File: src/rtl/tdc_pkg.sv
// Shared TDC definitions: hit-word field widths, reader FSM states and field-slice helpers.
// The channel writer uses this package as well.
package tdc_pkg;

   localparam int WORD_WIDTH   = 64;
   localparam int COARSE_WIDTH = 56;
   localparam int FINE_WIDTH   = 8;
   localparam int NTAPS        = 192;

   typedef enum logic [2:0] {
      ST_IDLE,
      ST_RD,
      ST_CAP,
      ST_LO,
      ST_HI
   } rd_state_t;

   function automatic logic [COARSE_WIDTH-1:0] tdc_coarse(input logic [WORD_WIDTH-1:0] w);
      return w[WORD_WIDTH-1:FINE_WIDTH];
   endfunction

   function automatic logic [FINE_WIDTH-1:0] tdc_fine(input logic [WORD_WIDTH-1:0] w);
      return w[FINE_WIDTH-1:0];
   endfunction

endpackage

File: src/rtl/tdc_fifo_reader_sat_counter.sv
// Up-counter with configurable increment.
// When SATURATE is set, the counter holds at all-ones instead of wrapping.
module sat_counter #(
   parameter int WIDTH    = 16,
   parameter int INC      = 1,
   parameter bit SATURATE = 1'b1
) (
   input  logic             clk,
   input  logic             rst_n,
   input  logic             i_inc,
   output logic [WIDTH-1:0] o_cnt
);

   logic [WIDTH-1:0] r_cnt;
   logic [WIDTH:0]   w_sum;

   // The extra top bit of the sum is the carry out, which marks the wrap.
   assign w_sum = {1'b0, r_cnt} + (WIDTH+1)'(INC);

   always_ff @(posedge clk or negedge rst_n) begin
      if (!rst_n) begin
         r_cnt <= '0;
      end else if (i_inc) begin
         if (SATURATE && w_sum[WIDTH])
            r_cnt <= '1;
         else
            r_cnt <= w_sum[WIDTH-1:0];
      end
   end

   assign o_cnt = r_cnt;

endmodule

File: src/rtl/tdc_fifo_reader.sv
// Drains 64-bit TDC hit words from a channel FIFO (1-cycle read latency), drops words
// with an illegal fine code, and sends each legal word as two 32-bit stream beats.
//
// state   | meaning
// --------+-------------------------------------------------------------
// IDLE    | waiting for enable && !fifo_empty
// RD      | fifo_rd_en high for this single cycle
// CAP     | FIFO data valid; capture into hold, check the fine code
// LO      | beat 0: hold[31:0], tlast=0, waiting for m_tready
// HI      | beat 1: hold[63:32], tlast=1, waiting for m_tready
module tdc_fifo_reader #(
   parameter int COARSE_WIDTH = 56,
   parameter int FINE_WIDTH   = 8,
   parameter int NTAPS        = 192
) (
   input  logic                                clk,
   input  logic                                rst_n,
   input  logic                                enable,
   input  logic                                fifo_empty,
   input  logic [COARSE_WIDTH+FINE_WIDTH-1:0]  fifo_data,
   output logic                                fifo_rd_en,
   output logic [31:0]                         m_tdata,
   output logic                                m_tvalid,
   output logic                                m_tlast,
   input  logic                                m_tready,
   output logic [31:0]                         event_cnt,
   output logic [15:0]                         drop_cnt,
   output logic                                busy
);
   import tdc_pkg::*;

   localparam int W = COARSE_WIDTH + FINE_WIDTH;
   localparam logic [FINE_WIDTH:0] L_NTAPS = (FINE_WIDTH+1)'(NTAPS);

   rd_state_t      r_state;
   logic [W-1:0]   r_hold;
   logic           w_fine_ok;
   logic           w_drop_inc;

   // One spare bit on the compare so NTAPS = 2**FINE_WIDTH still works.
   assign w_fine_ok  = {1'b0, fifo_data[FINE_WIDTH-1:0]} < L_NTAPS;
   assign w_drop_inc = (r_state == ST_CAP) && !w_fine_ok;

   always_ff @(posedge clk or negedge rst_n) begin
      if (!rst_n) begin
         r_state    <= ST_IDLE;
         r_hold     <= '0;
         fifo_rd_en <= 1'b0;
         m_tdata    <= '0;
         m_tvalid   <= 1'b0;
         m_tlast    <= 1'b0;
         event_cnt  <= '0;
         busy       <= 1'b0;
      end else begin
         case (r_state)
            ST_IDLE: begin
               if (enable && !fifo_empty) begin
                  r_state    <= ST_RD;
                  fifo_rd_en <= 1'b1;
                  busy       <= 1'b1;
               end
            end
            ST_RD: begin
               r_state    <= ST_CAP;
               fifo_rd_en <= 1'b0;
            end
            ST_CAP: begin
               r_hold <= fifo_data;
               if (w_fine_ok) begin
                  r_state  <= ST_LO;
                  m_tvalid <= 1'b1;
                  m_tdata  <= fifo_data[31:0];
                  m_tlast  <= 1'b0;
               end else begin
                  r_state <= ST_IDLE;
                  busy    <= 1'b0;
               end
            end
            ST_LO: begin
               if (m_tready) begin
                  r_state <= ST_HI;
                  m_tdata <= r_hold[W-1:32];
                  m_tlast <= 1'b1;
               end else begin
                  m_tdata <= r_hold[31:0];
               end
            end
            ST_HI: begin
               if (m_tready) begin
                  r_state   <= ST_IDLE;
                  m_tvalid  <= 1'b0;
                  m_tlast   <= 1'b0;
                  busy      <= 1'b0;
                  event_cnt <= event_cnt + 32'd1;
               end
            end
            default: begin
               r_state    <= ST_IDLE;
               fifo_rd_en <= 1'b0;
               m_tvalid   <= 1'b0;
               m_tlast    <= 1'b0;
               busy       <= 1'b0;
            end
         endcase
      end
   end

   sat_counter #(
      .WIDTH    (16),
      .INC      (1),
      .SATURATE (1'b1)
   ) u_drop_cnt (
      .clk   (clk),
      .rst_n (rst_n),
      .i_inc (w_drop_inc),
      .o_cnt (drop_cnt)
   );

endmodule

File: config.mk
export PLATFORM = sky130hd
export DESIGN_NAME = tdc_fifo_reader
export DESIGN_NICKNAME = d
export VERILOG_FILES = /design/src/rtl/tdc_pkg.sv /design/src/rtl/tdc_fifo_reader_sat_counter.sv /design/src/rtl/tdc_fifo_reader.sv
export SDC_FILE = /design/constraint.sdc
export NUM_CORES = 1
export LEC_CHECK = 0
export BUFFER_PORTS_ARGS = -buffer_cell sky130_fd_sc_hd__buf_4
export CAP_MARGIN = 20
export CORE_MARGIN = 2
export CORE_UTILIZATION = 35
export CTS_BUF_LIST = sky130_fd_sc_hd__clkbuf_4 sky130_fd_sc_hd__clkbuf_8 sky130_fd_sc_hd__clkbuf_16
export DETAILED_ROUTE_END_ITERATION = 16
export GPL_TIMING_DRIVEN = 0
export HOLD_SLACK_MARGIN = 0.02
export PLACE_DENSITY = 0.53
export SYNTH_ARGS = -nofsm -noshare
export SYNTH_HDL_FRONTEND = slang
export SYNTH_SLANG_ARGS = --single-unit
File: constraint.sdc
create_clock -name clk -period 2.45 [get_ports clk]
set_input_delay 0.1225 -clock clk [delete_from_list [all_inputs] [get_ports clk]]
set_output_delay 0.1225 -clock clk [all_outputs]
set_load 0.01 [all_outputs]
* Word level (Yosys, flattened, before mapping) *
Cells that the tools add are included.

word-level totals
  input port bits = 69
  word-level logic and storage cells = 61
  output and inout bits = 84
  flip-flop bits (word level) = 151

cells by class
  eq/ne operators = 9
  add/sub/neg operators = 2
  mux-type cells = 19
  reductions and logical operators = 17
  bitwise gates (word level) = 4
  $lt $le $gt $ge = 1

operators with widths
  kind                                               count
  2-to-1 mux 32 bit                                  2
  case mux 32 bit (2 select lines)                   1
  adder 32 x 1 -> 32 bit, second input constant      1
  adder 16 x 1 -> 17 bit, second input constant      1
  2-to-1 mux 16 bit                                  1
  case mux 3 bit (5 select lines)                    1
  != test 2 bit, second input constant               5
  2-to-1 mux 3 bit                                   3
  less-than comparator 8 bit, second input constant  1
  case mux 1 bit (4 select lines)                    2
  AND reduction 4 bit                                2
  == test 3 x 2 -> 1 bit, second input constant      2
  2-to-1 mux 1 bit                                   6
  AND reduction 2 bit                                3
  AND reduction 3 bit                                2
  OR reduction 3 bit                                 2
  NOT 1 bit                                          4
  OR reduction 2 bit                                 2
  == test 3 x 1 -> 1 bit, second input constant      1
  == test 3 bit, second input constant               1
  logical NOT 3 bit                                  1
  case mux 1 bit (3 select lines)                    1
  logical AND 1 bit                                  2
  logical NOT 1 bit                                  2
  3 further kinds                                    3

* Logic depth before layout (Yosys ltp) *
Gate-level depths: netlist (run 1).

  depth in word-level cells = 4
  depth in mapped cells = 7
  mapped depth without buffers = 6

* By module *
Synthesis (run 1) repeated with hierarchy kept, for this count alone.

unflattened totals
  cells, all modules = 605
  area, all modules = 6,819.0 um^2

modules (own cells, without submodules)
  module           times used  area each (um^2)  cells an instance
  tdc_fifo_reader  1           6,022.0           532
  sat_counter      1           797.0             73

* Least setup slack after synthesis (run 1) *
OpenSTA, ideal clock, no wires.

  path type = flip-flop to flip-flop
  start = reg r_state[0]
  end = reg event_cnt[27]
  data arrival time = 1.641 ns
  setup time = 0.127 ns
  period minus slack after synthesis = 1.768 ns
  path slack = 0.682 ns
  required time = 2.323 ns
  cell stages (with the launch flop) = 7
  cells stage by stage = dfrtp_1 > buf_6 > nand4bb_4 > nor4_4 > nand3_2 > or3_1 > xnor2_1

between the ends
  word-level cells in the longest chain between the ends = 2

RTL lines
  what                                  RTL line               text
  start: declaration                    tdc_fifo_reader.sv:35  rd_state_t r_state;
  start signal: assignment              tdc_fifo_reader.sv:46  r_state <= ST_IDLE;
  start signal: assignment              tdc_fifo_reader.sv:58  r_state <= ST_RD;
  start signal: assignment              tdc_fifo_reader.sv:64  r_state <= ST_CAP;
  == test 3 bit                         tdc_fifo_reader.sv:55  case (r_state)
  AND reduction 2 bit (no source line)  --
  end signal: assignment                tdc_fifo_reader.sv:94  event_cnt <= event_cnt + 32'd1;
  end: declaration                      tdc_fifo_reader.sv:26  output logic [31:0] event_cnt,

No other way between the ends.
A chain may end at the register's enable or synchronous reset.

* Worst setup path in the final report (run 1) *
  start = reg r_state[2]
  end = reg m_tdata[12]

between the ends
  word-level cells in the longest chain between the ends = 3
  elaborated cells between the ends (all ways) = 6
  classes of those cells = eq/ne: 3; mux: 1; reduce/logical: 2

RTL lines
  what                                                                  RTL line               text
  == test 3 x 2 -> 1 bit                                                tdc_fifo_reader.sv:55
  != test 2 bit (no source line) or nonzero test 2 bit (tied branches)  --
  AND reduction 2 bit (no source line)                                  --
  end signal: assignment                                                tdc_fifo_reader.sv:72  m_tdata <= fifo_data[31:0];
  end signal: assignment                                                tdc_fifo_reader.sv:82  m_tdata <= r_hold[W-1:32];
  end signal: assignment                                                tdc_fifo_reader.sv:85  m_tdata <= r_hold[31:0];
  end: declaration                                                      tdc_fifo_reader.sv:22  output logic [31:0] m_tdata,

Parallel ways exist; a longest one is shown, timed or not.

==> reports/metrics.yaml, run 1 <==
logic_synthesis:
  synth-xor-area-share: 0.0515
  synth_enable_flop_cells: 0
  synth_top_cell_area_share: 0.555
  synthAdderAreaFrac: 0.00368
  syn_area_per_cell_um2: 11.2
  synthTopCellsByArea: "dfrtp_1 56%, mux2_2 11%, nand2_1 5.7%"
  synth_compound_area_frac: 0.0608
  synth_top_family_by_area: "multiplexers"
  synth-simple-area-share: 0.146
  yosys.area.top_type: "dfrtp_1"
  async_reset_ff_frac: 1.00
  yosysUniqueCellTypes: 45
  ys.flop_type: "dfrtp_1"
  ys_seq_area_frac: 0.555
  synth_nets: 678
  syn_area_um2: 6810
  muxShareOfSynthArea: 0.159
  synth_warnings: 0
  synth_seq_cells: 151
  postSynthCellCount: 607
pwr:
  vdd_drop_max_mv: 0.512
  p_int_w: 0.00645
  power_density_nw_per_um2: 1020
  p_total_w: 0.00965
  switching_share: 0.332
  p_clk_frac: 0.249
  comb_power_share: 0.342
  p_seq_frac: 0.409
  power_switching_w: 0.00321
  leakagePower_nw: 4.37
floorplanning:
  start_util: 0.353
  num_rows: 51
  die_width_um: 143
  coreArea_um2: 19300
  die_area_um2: 20600
  die_h_um: 143
  ios: 153
routing:
  vias: 5411
  drt-vias-per-instance: 4.82
  route.detailed.drc: 0
  wire_per_inst_um: 15.8
  drtIter0Drc: 259
  ant_nets: 0
  dr.pass1.iters: 4
  drt_wl_total_mm: 17.8
critical_path:
  cp-start-kind: "flip-flop"
  worst_ep_required_time_ns: 2.74
  path_class: "flip-flop to flip-flop"
  endpoint_kind: "flip-flop"
  critPathMaxFanout: 10
  crit_arrival_ns: 2.42
clock_tree:
  cts_tree: "built"
  cts_buffer_depth: 2
  clock_sinks: 151
  clk_latency_ns: 0.42
  cts_root_buffer: "clkbuf_16"
  numCtsBuffers: 17
  cts_resized: 0
  cts.clk_slew.worst_paths_ns: 0.06
  cts.htree.levels: 4
  cts_setup_buffers: 0
global_routing:
  antenna_found_initial: 0
  grt_max_degree: 84
  grt_pass1_vias: 5512
  grt_overflow: 0
  grt_pass1_wl_mm: 28.6
  grt_usage: 0.180
timing:
  setup_viol_count_final: 0
  max_freq_mhz: 469
  skew_ns: 0.00648
  tightest_slew_ns: 0.872
  fin_tns_setup_ns: 0
  drv_slew: 0
  fin_crit_ns: 2.13
  max_slew_margin: 0.415
  hold_viol_final: 0
  finalCritPeriodShare: 0.871
  grt_setup_unrepaired: "no"
placed_design:
  hpwlAfterDp_mm: 12.3
  gp_congestion: 0.770
  io_buffer_count: 152
finish:
  n_antenna_cell: 0
  final_layout_size_suffix_gt1_frac: 0.323
  final_cell_mix: "151 x dfrtp_1, 151 x buf_4, 104 x nand2_1, 69 x o21ai_0"
  nets: 915
  area_growth_pct: 39.5
run:
  maxCapViolCount: 0
worst_hold_path:
  hold_path_class: "input pin to flip-flop"
status:
  status: "finished clean"
[synth_stat cells, drive strengths merged (2+ instances only)]
| master | n |
|---|---|
| xnor2 | 27 |
| and4 | 6 |
| nor3 | 6 |
| and3 | 4 |
| nor4 | 4 |
| dfrtp | 151 |
| and2 | 3 |
| o21ai | 70 |
| mux2i | 35 |
| nand2b | 3 |
| nand3 | 22 |
| or2 | 2 |
| ha | 2 |
| nor2 | 22 |
| mux2 | 65 |
| nand2 | 104 |
| a21oi | 3 |
| buf | 18 |
| or3 | 2 |
| nand4 | 12 |
| clkbuf | 12 |
| xor2 | 13 |
| inv | 6 |
| nor2b | 2 |
[routing by layer]
layer	part of all wire	vias up	track usage
li1	-	2576	-
met1	0.46	2679	0.230
met2	0.48	138	0.297
met3	0.053	18	0.0450
met4	0.014	0	0.0619
met5	0	-	0
[power by group through the flow]
stage                     Sequential (W)  Combinational (W)  Clock (W)
after floorplan                  0.00400            0.00191          0
after global placement           0.00395            0.00316          0
after detailed placement         0.00399            0.00327          0
after CTS                        0.00396            0.00336    0.00247
after global routing             0.00408            0.00366    0.00259
final                            0.00395            0.00330    0.00240
[timing repair]
item	CTS	global route
hold endpoints to repair	143	0
endpoints found under the setup margin	0	0
hold buffers	65	0
[registers in the layout, summed over array words and instances (netlist names)]
register          cells
fifo_rd_en            1
r_hold               64
m_tvalid              1
u_drop_cnt.o_cnt     16
m_tdata              32
m_tlast               1
r_state               3
busy                  1
event_cnt            32
[area by class of cell]
class                      instances  area (µm²)
clock buffer                      20         454
timing repair buffer             218        1820
clock inverter                    12        80.1
inverter                           6        22.5
buffer                            30         138
sequential                       151        3780
fill                            1805        9780
tap                              265         332
multi-input combinational        420        2870
[cells by family (layout without fill, tap and decap cells)]
group	count (synthesis)	count (layout)
compound gates	79	79
mux	100	100
simple gates	199	199
fa+ha+maj	2	2
flops	151	151
buf+inv	36	286
xor+xnor	40	40
[metrics by stage]
step | area (µm²) | hold WS, ns | worst slack (ns) | std cells | util
2_1_floorplan | 6810 | -0.173 | 0.682 | 607 | -
3_3_place_gp | 8280 | 0.357 | 0.342 | 1024 | 0.430
3_5_place_dp | 8310 | 0.179 | 0.326 | 1025 | 0.431
4_1_cts | 9500 | 0.0536 | 0.304 | 1122 | 0.493
5_1_grt | 9500 | 0.0729 | 0.107 | 1122 | 0.493
6_report | 9500 | 0.0707 | 0.316 | 1122 | 0.493
[path summary, 6_finish.rpt]
path | endpoint | slack, ns | startpoint | depth (start not counted)
max in group asynchronous | m_tdata[4]$_DFFE_PN0P_ | 1.32 | rst_n | 3
hold reg to reg | event_cnt[31]$_DFFE_PN0P_ | 0.47 | event_cnt[31]$_DFFE_PN0P_ | 1
min in group asynchronous | event_cnt[28]$_DFFE_PN0P_ | 0.27 | rst_n | 2
setup / recovery | m_tdata[12]$_DFFE_PN0P_ | 0.32 | r_state[2]$_DFFE_PN0P_ | 7
hold / removal | event_cnt[0]$_DFFE_PN0P_ | 0.07 | m_tready | 3
setup reg to reg | m_tdata[12]$_DFFE_PN0P_ | 0.32 | r_state[2]$_DFFE_PN0P_ | 7
[critical path, stage by stage (launching register included)]
cell     delay, ns
dfrtp_1       0.43
nor2b_1       0.33
and2_1        0.18
buf_2         0.23
buf_1         0.50
nand2_1       0.12
o21ai_0       0.11
o21ai_0       0.10
Note: power is estimated with default switching activity, not from simulation.
==> run 2: changes to the inputs <==
CORE_UTILIZATION = 54   (was 35)
PLACE_DENSITY = 0.77   (was 0.53)
==> reports/metrics.yaml, run 2 (same netlist as run 1, synthesis figures left out) <==
finish:
  post-route-util: 0.754  # +0.262
  reg_top3: "r_hold x64, event_cnt x32, m_tdata x32"
  final_layout_size_suffix_gt1_frac: 0.323  # unchanged
  n_antenna_cell: 0  # unchanged
  largest_register_ffs: 64  # unchanged
  regMostFlops: "r_hold"
  final_cell_mix: "151 x dfrtp_1, 151 x buf_4, 104 x nand2_1, 69 x o21ai_0"
  area_growth_pct: 38.2
  nets: 915  # unchanged
  final_area_um2: 9410  # -0.95%
placed_design:
  io_buffer_count: 152  # unchanged
  post_dp_cell_area_um2: 8190  # -1.4%
  gp_congestion: 0.830  # +7.8%
  pre_cts_ws_ns: 0.384  # +0.0577 ns
  hpwlAfterDp_mm: 11.2  # -8.5%
clock_tree:
  cts_root_buffer: "clkbuf_16"
  cts_tree: "built"
  numCtsBuffers: 17  # unchanged
  clock_sinks: 151  # unchanged
  cts.htree.levels: 4  # unchanged
  cts_resized: 0  # unchanged
  cts_buffer_depth: 2  # unchanged
  cts.clk_slew.worst_paths_ns: 0.06  # about the same
  clk_latency_ns: 0.42  # about the same
global_routing:
  grt_pass1_wl_mm: 27.4  # -4.3%
  grt_usage: 0.263  # +0.0835
  grt_overflow: 0  # unchanged
  antenna_found_initial: 0  # unchanged
  grt_max_degree: 88  # +4.8%
  grt_pass1_vias: 5648  # +2.5%
floorplanning:
  die_width_um: 116  # -19%
  ios: 153  # unchanged
  num_rows: 41  # -20%
  die_h_um: 116  # -19%
  start_util: 0.546  # +0.193
  die_area_um2: 13500  # -34%
  coreArea_um2: 12500  # -35%
timing:
  fin_tns_setup_ns: 0  # unchanged
  hold_viol_final: 0  # unchanged
  tightest_slew_ns: 0.710  # -0.162 ns
  grt_setup_unrepaired: "no"
  setup_viol_count_final: 0  # unchanged
  max_freq_mhz: 471  # +0.49%
  drv_slew: 0  # unchanged
  skew_ns: 0.00423  # -0.00225 ns
  setup_ws_ns: 0.326  # +0.0105 ns
  finalCritPeriodShare: 0.867  # -0.00429
  fin_crit_ns: 2.12  # -0.0105 ns
  max_slew_margin: 0.524  # +0.109
status:
  status: "finished clean"
critical_path:
  critPathMaxFanout: 10  # unchanged
  crit_top_cell: "o21ai_0"
  slowest_delay_ns: 0.43  # -0.07 ns
  path_cells: "nor2b_1 -> and2_1 -> buf_2 -> buf_1 -> nand2_1 -> o21ai_0 -> o21ai_0"
  worst_ep_required_time_ns: 2.72  # -0.02 ns
  cp-start-kind: "flip-flop"
  crit_arrival_ns: 2.39  # -0.03 ns
  crit_slowest_cell: "dfrtp_1"
  endpoint_kind: "flip-flop"
  path_class: "flip-flop to flip-flop"
routing:
  drtIter0Drc: 377  # +46%
  route.detailed.drc: 0  # unchanged
  ant_nets: 0  # unchanged
  dr.pass1.iters: 5  # +1
  vias: 5513  # +1.9%
  wire_per_inst_um: 16.7  # +5.7%
  drt-vias-per-instance: 5.36  # +11%
  drt_wl_total_mm: 17.2  # -3.0%
worst_hold_path:
  hold_path_class: "input pin to flip-flop"
pwr:
  power_density_nw_per_um2: 1040  # +2.1%
  leakagePower_nw: 4.40  # +0.60%
  vdd_drop_max_mv: 0.728  # +42%
run:
  maxCapViolCount: 0  # unchanged
run 2: repair_timing:
action | in CTS | in global routing
buffers inserted | 0 | 0
hold buffers | 65 | 0
hold endpoints to repair | 142 | 0
run 2: cell type report:
type	instances	area [µm²]
Clock inverter	8	45.0
Sequential cell	151	3780
Tap cell	172	215
Inverter	6	22.5
Fill cell	856	3060
Buffer	30	138
Timing Repair Buffer	218	1820
Multi-Input combinational cell	420	2870
Clock buffer	24	515
run 2: worst paths after layout:
check / from / to / slack (ns) / cells past startpoint
worst max-delay path: r_state[2]$_DFFE_PN0P_ / m_tdata[4]$_DFFE_PN0P_ / 0.33 / 7
worst min-delay path: m_tready / event_cnt[0]$_DFFE_PN0P_ / 0.07 / 3
worst max register to register: r_state[2]$_DFFE_PN0P_ / m_tdata[4]$_DFFE_PN0P_ / 0.33 / 7
worst min register to register: m_tdata[26]$_DFFE_PN0P_ / m_tdata[26]$_DFFE_PN0P_ / 0.49 / 2
max in group asynchronous: rst_n / m_tdata[6]$_DFFE_PN0P_ / 1.35 / 3
min in group asynchronous: rst_n / event_cnt[25]$_DFFE_PN0P_ / 0.28 / 2
run 2: report_power, final:
| group | switching [W] | total, W | internal, W |
|---|---|---|---|
| Clock | 0.000996 | 0.00245 | 0.00146 |
| Combinational | 0.00162 | 0.00333 | 0.00170 |
| Sequential | 0.000570 | 0.00398 | 0.00341 |
run 2: routing by layer:
layer,share of wire,vias to the layer above,wire length (µm),track usage
met4,0.015,0,264,0.0952
met1,0.42,2748,7260,0.326
li1,-,2572,-,-
met2,0.51,169,8860,0.455
met3,0.048,24,833,0.0592
met5,0,-,0,0
run 2: critical path: cells and delay by family, from the launching register on:
kind            cells  cell delay [ns]
simple gates        3             0.61
buf+inv             2             0.63
compound gates      2             0.29
flops               1             0.43
run 2: through the flow:
| stage | power (W) | instances | hold slack [ns] |
|---|---|---|---|
| 3_3_place_gp | 0.00700 | 931 | 0.356 |
| 6_report | 0.00976 | 1029 | 0.0676 |
| 3_5_place_dp | 0.00718 | 932 | 0.159 |
| 4_1_cts | 0.00972 | 1029 | 0.0553 |
| 5_1_grt | 0.0103 | 1029 | 0.0840 |
| 2_1_floorplan | 0.00590 | 607 | -0.173 |
==> run 3: changes to the inputs <==
CORE_ASPECT_RATIO = 1.2   (was default)
RECOVER_POWER = 25   (was default)
==> reports/metrics.yaml, run 3 (same netlist as run 1, synthesis figures left out) <==
critical_path:
  cp-start-kind: "flip-flop"
  path_class: "flip-flop to flip-flop"
  endpoint_kind: "flip-flop"
  worst_ep_required_time_ns: 2.75  # +0.03 ns
  r2r_start: "r_state[0]$_DFFE_PN0P_"
  cp_num_buf_inv: 1  # -1
  slowest_delay_ns: 0.48  # +0.05 ns
  critPathMaxFanout: 9  # -1
  regToRegEndpoint: "event_cnt[27]$_DFFE_PN0P_"
  r2r_setup_slack_ns: 0.27  # -0.06 ns
  critPathTopFamily: "simple AND/OR/NAND/NOR gates"
  crit_cells: 6  # -1
  path_cells: "clkbuf_1 -> nand4bb_1 -> nor4_4 -> nand3_2 -> or3_1 -> xnor2_1"
  crit_arrival_ns: 2.48  # +0.09 ns
  crit_slowest_cell: "nor4_4"
  ff2ff_path_depth: 6  # -1
placed_design:
  gp_congestion: 0.820  # -1.2%
  hpwlAfterDp_mm: 11.3  # +0.60%
  dp.cells: 921  # -1.2%
  io_buffer_count: 152  # unchanged
global_routing:
  antenna_found_initial: 0  # unchanged
  met2_usage: 0.473  # +0.0182
  use_met1: 0.301  # -0.0253
  grt-busiest-layer: "met2"
  grt_max_degree: 78  # -11%
  grt_overflow: 0  # unchanged
  grt_pass1_wl_mm: 27.8  # +1.7%
  grt_usage: 0.262  # -0.00167
  grt_pass1_vias: 5764  # +2.1%
  grt_use_met3: 0.0628  # +0.00360
routing:
  vias: 5489  # -0.44%
  dr.pass1.iters: 4  # -1
  wire_per_inst_um: 16.8  # +0.24%
  drtIter0Drc: 262  # -31%
  drt-vias-per-instance: 5.39  # +0.64%
  ant_nets: 0  # unchanged
  route.detailed.drc: 0  # unchanged
  drt_wl_total_mm: 17.1  # -0.83%
timing:
  setup_viol_count_final: 0  # unchanged
  tightest_slew_ns: 1.88  # +1.17 ns
  finalCritPeriodShare: 0.891  # +0.0243
  skew_ns: 0.00838  # +0.00415 ns
  grt_setup_unrepaired: "no"
  max_freq_mhz: 458  # -2.7%
  hold_slack_ns: 0.221  # +0.154 ns
  fin_tns_setup_ns: 0  # unchanged
  hold_viol_final: 0  # unchanged
  fin_crit_ns: 2.18  # +0.0596 ns
  drv_slew: 75  # +75
  max_slew_margin: -0.253  # -0.777
floorplanning:
  start_util: 0.557  # +0.0109
  die_area_um2: 13500  # about the same
  num_rows: 44  # +7.3%
  coreArea_um2: 12200  # -2.0%
  ios: 153  # unchanged
  die_width_um: 106  # -8.4%
  die_h_um: 127  # +9.2%
run:
  maxCapViolCount: 1  # +1
clock_tree:
  cts_root_buffer: "clkbuf_16"
  clk_latency_ns: 0.41  # about the same
  numCtsBuffers: 17  # unchanged
  cts_buffer_depth: 2  # unchanged
  cts_tree: "built"
  cts.htree.levels: 4  # unchanged
  clock_sinks: 151  # unchanged
  cts.clk_slew.worst_paths_ns: 0.06  # about the same
  cts_setup_buffers: 0  # unchanged
pwr:
  p_total_w: 0.00987  # +1.1%
  power_density_nw_per_um2: 1050  # +1.6%
  vdd_drop_max_mv: 0.695  # -4.5%
  switching_share: 0.323  # -0.00423
  p_clk_frac: 0.275  # +0.024
  leakagePower_nw: 4.32  # -1.7%
  p_int_w: 0.00668  # +1.7%
  p_seq_frac: 0.402  # -0.006
  comb_power_share: 0.323  # -0.018
  power_switching_w: 0.00318  # -0.25%
finish:
  regMostFlops: "r_hold"
  n_antenna_cell: 0  # unchanged
  nets: 915  # unchanged
  reg_top3: "r_hold x64, event_cnt x32, m_tdata x32"
  mostFrequentLayoutCell: "dfrtp_1"
  n_fill_cell: 844  # -1.4%
  largest_register_ffs: 64  # unchanged
  area_growth_pct: 37.4
  instances_no_fill: 1018  # -1.1%
  final_layout_size_suffix_gt1_frac: 0.298  # -0.0257
  final_cell_mix: "151 x dfrtp_1, 131 x buf_4, 104 x nand2_1, 69 x o21ai_0"
worst_hold_path:
  hold_start: "m_tready"
  min_to: "event_cnt[1]$_DFFE_PN0P_"
  hold_path_class: "input pin to flip-flop"
  min_path_cells: 4  # +1
status:
  failed_checks: "capacitance limit, slew limit"
  status: "complete, but fails checks"
## run 3: area by class of cell
class / instances / area (µm²) / share of cell area
Buffer: 30 / 130 / 0.0139
Clock buffer: 22 / 482 / 0.0515
Clock inverter: 10 / 145 / 0.0155
Inverter: 6 / 22.5 / 0.00241
Multi-Input combinational cell: 420 / 2850 / 0.305
Sequential cell: 151 / 3780 / 0.404
Tap cell: 161 / 201 / 0.0215
Timing Repair Buffer: 218 / 1740 / 0.186
## run 3: how the worst max path moves through the flow
stage                           startpoint                        end  slack, ns
floorplan           r_state[0]$_DFFE_PN0P_  event_cnt[27]$_DFFE_PN0P_       0.68
global placement    r_state[2]$_DFFE_PN0P_     r_hold[54]$_DFFE_PN0N_       0.44
detailed placement  r_state[2]$_DFFE_PN0P_     r_hold[38]$_DFFE_PN0N_       0.38
CTS                 r_state[2]$_DFFE_PN0P_    m_tdata[26]$_DFFE_PN0P_       0.34
global route        r_state[0]$_DFFE_PN0P_  event_cnt[27]$_DFFE_PN0P_       0.05
finish              r_state[0]$_DFFE_PN0P_  event_cnt[27]$_DFFE_PN0P_       0.27
## run 3: metal layers
| metal | routed length, µm | share of wire |
|---|---|---|
| met1 | 6680 | 0.39 |
| met2 | 9060 | 0.53 |
| met3 | 889 | 0.052 |
| met4 | 454 | 0.027 |
| met5 | 0 | 0 |
## run 3: timing repair
| action | in CTS | in global routing |
|---|---|---|
| hold buffers | 65 | 0 |
| gates resized for setup | 0 | 0 |
| hold endpoints to repair | 140 | 0 |
## run 3: power by group through the flow
stage | logic (W) | registers [W] | clock network (W)
floorplan | 0.00191 | 0.00400 | 0
global placement | 0.00308 | 0.00393 | 0
detailed placement | 0.00321 | 0.00399 | 0
CTS | 0.00330 | 0.00395 | 0.00274
global route | 0.00350 | 0.00407 | 0.00285
finish | 0.00318 | 0.00397 | 0.00271
## run 3: stage by stage
stage                      util  setup slack (ns)  cell area (µm²)
after global routing      0.765            0.0536             9350
after global placement    0.667             0.444             8150
after detailed placement  0.669             0.383             8180
after floorplan               -             0.682             6810
final                     0.765             0.267             9350
after CTS                 0.774             0.337             9460
## run 3: worst min-delay path, delay by kind of cell
family        cells  cell delay [ns]
simple gates      3             0.38
buf+inv           1             0.10
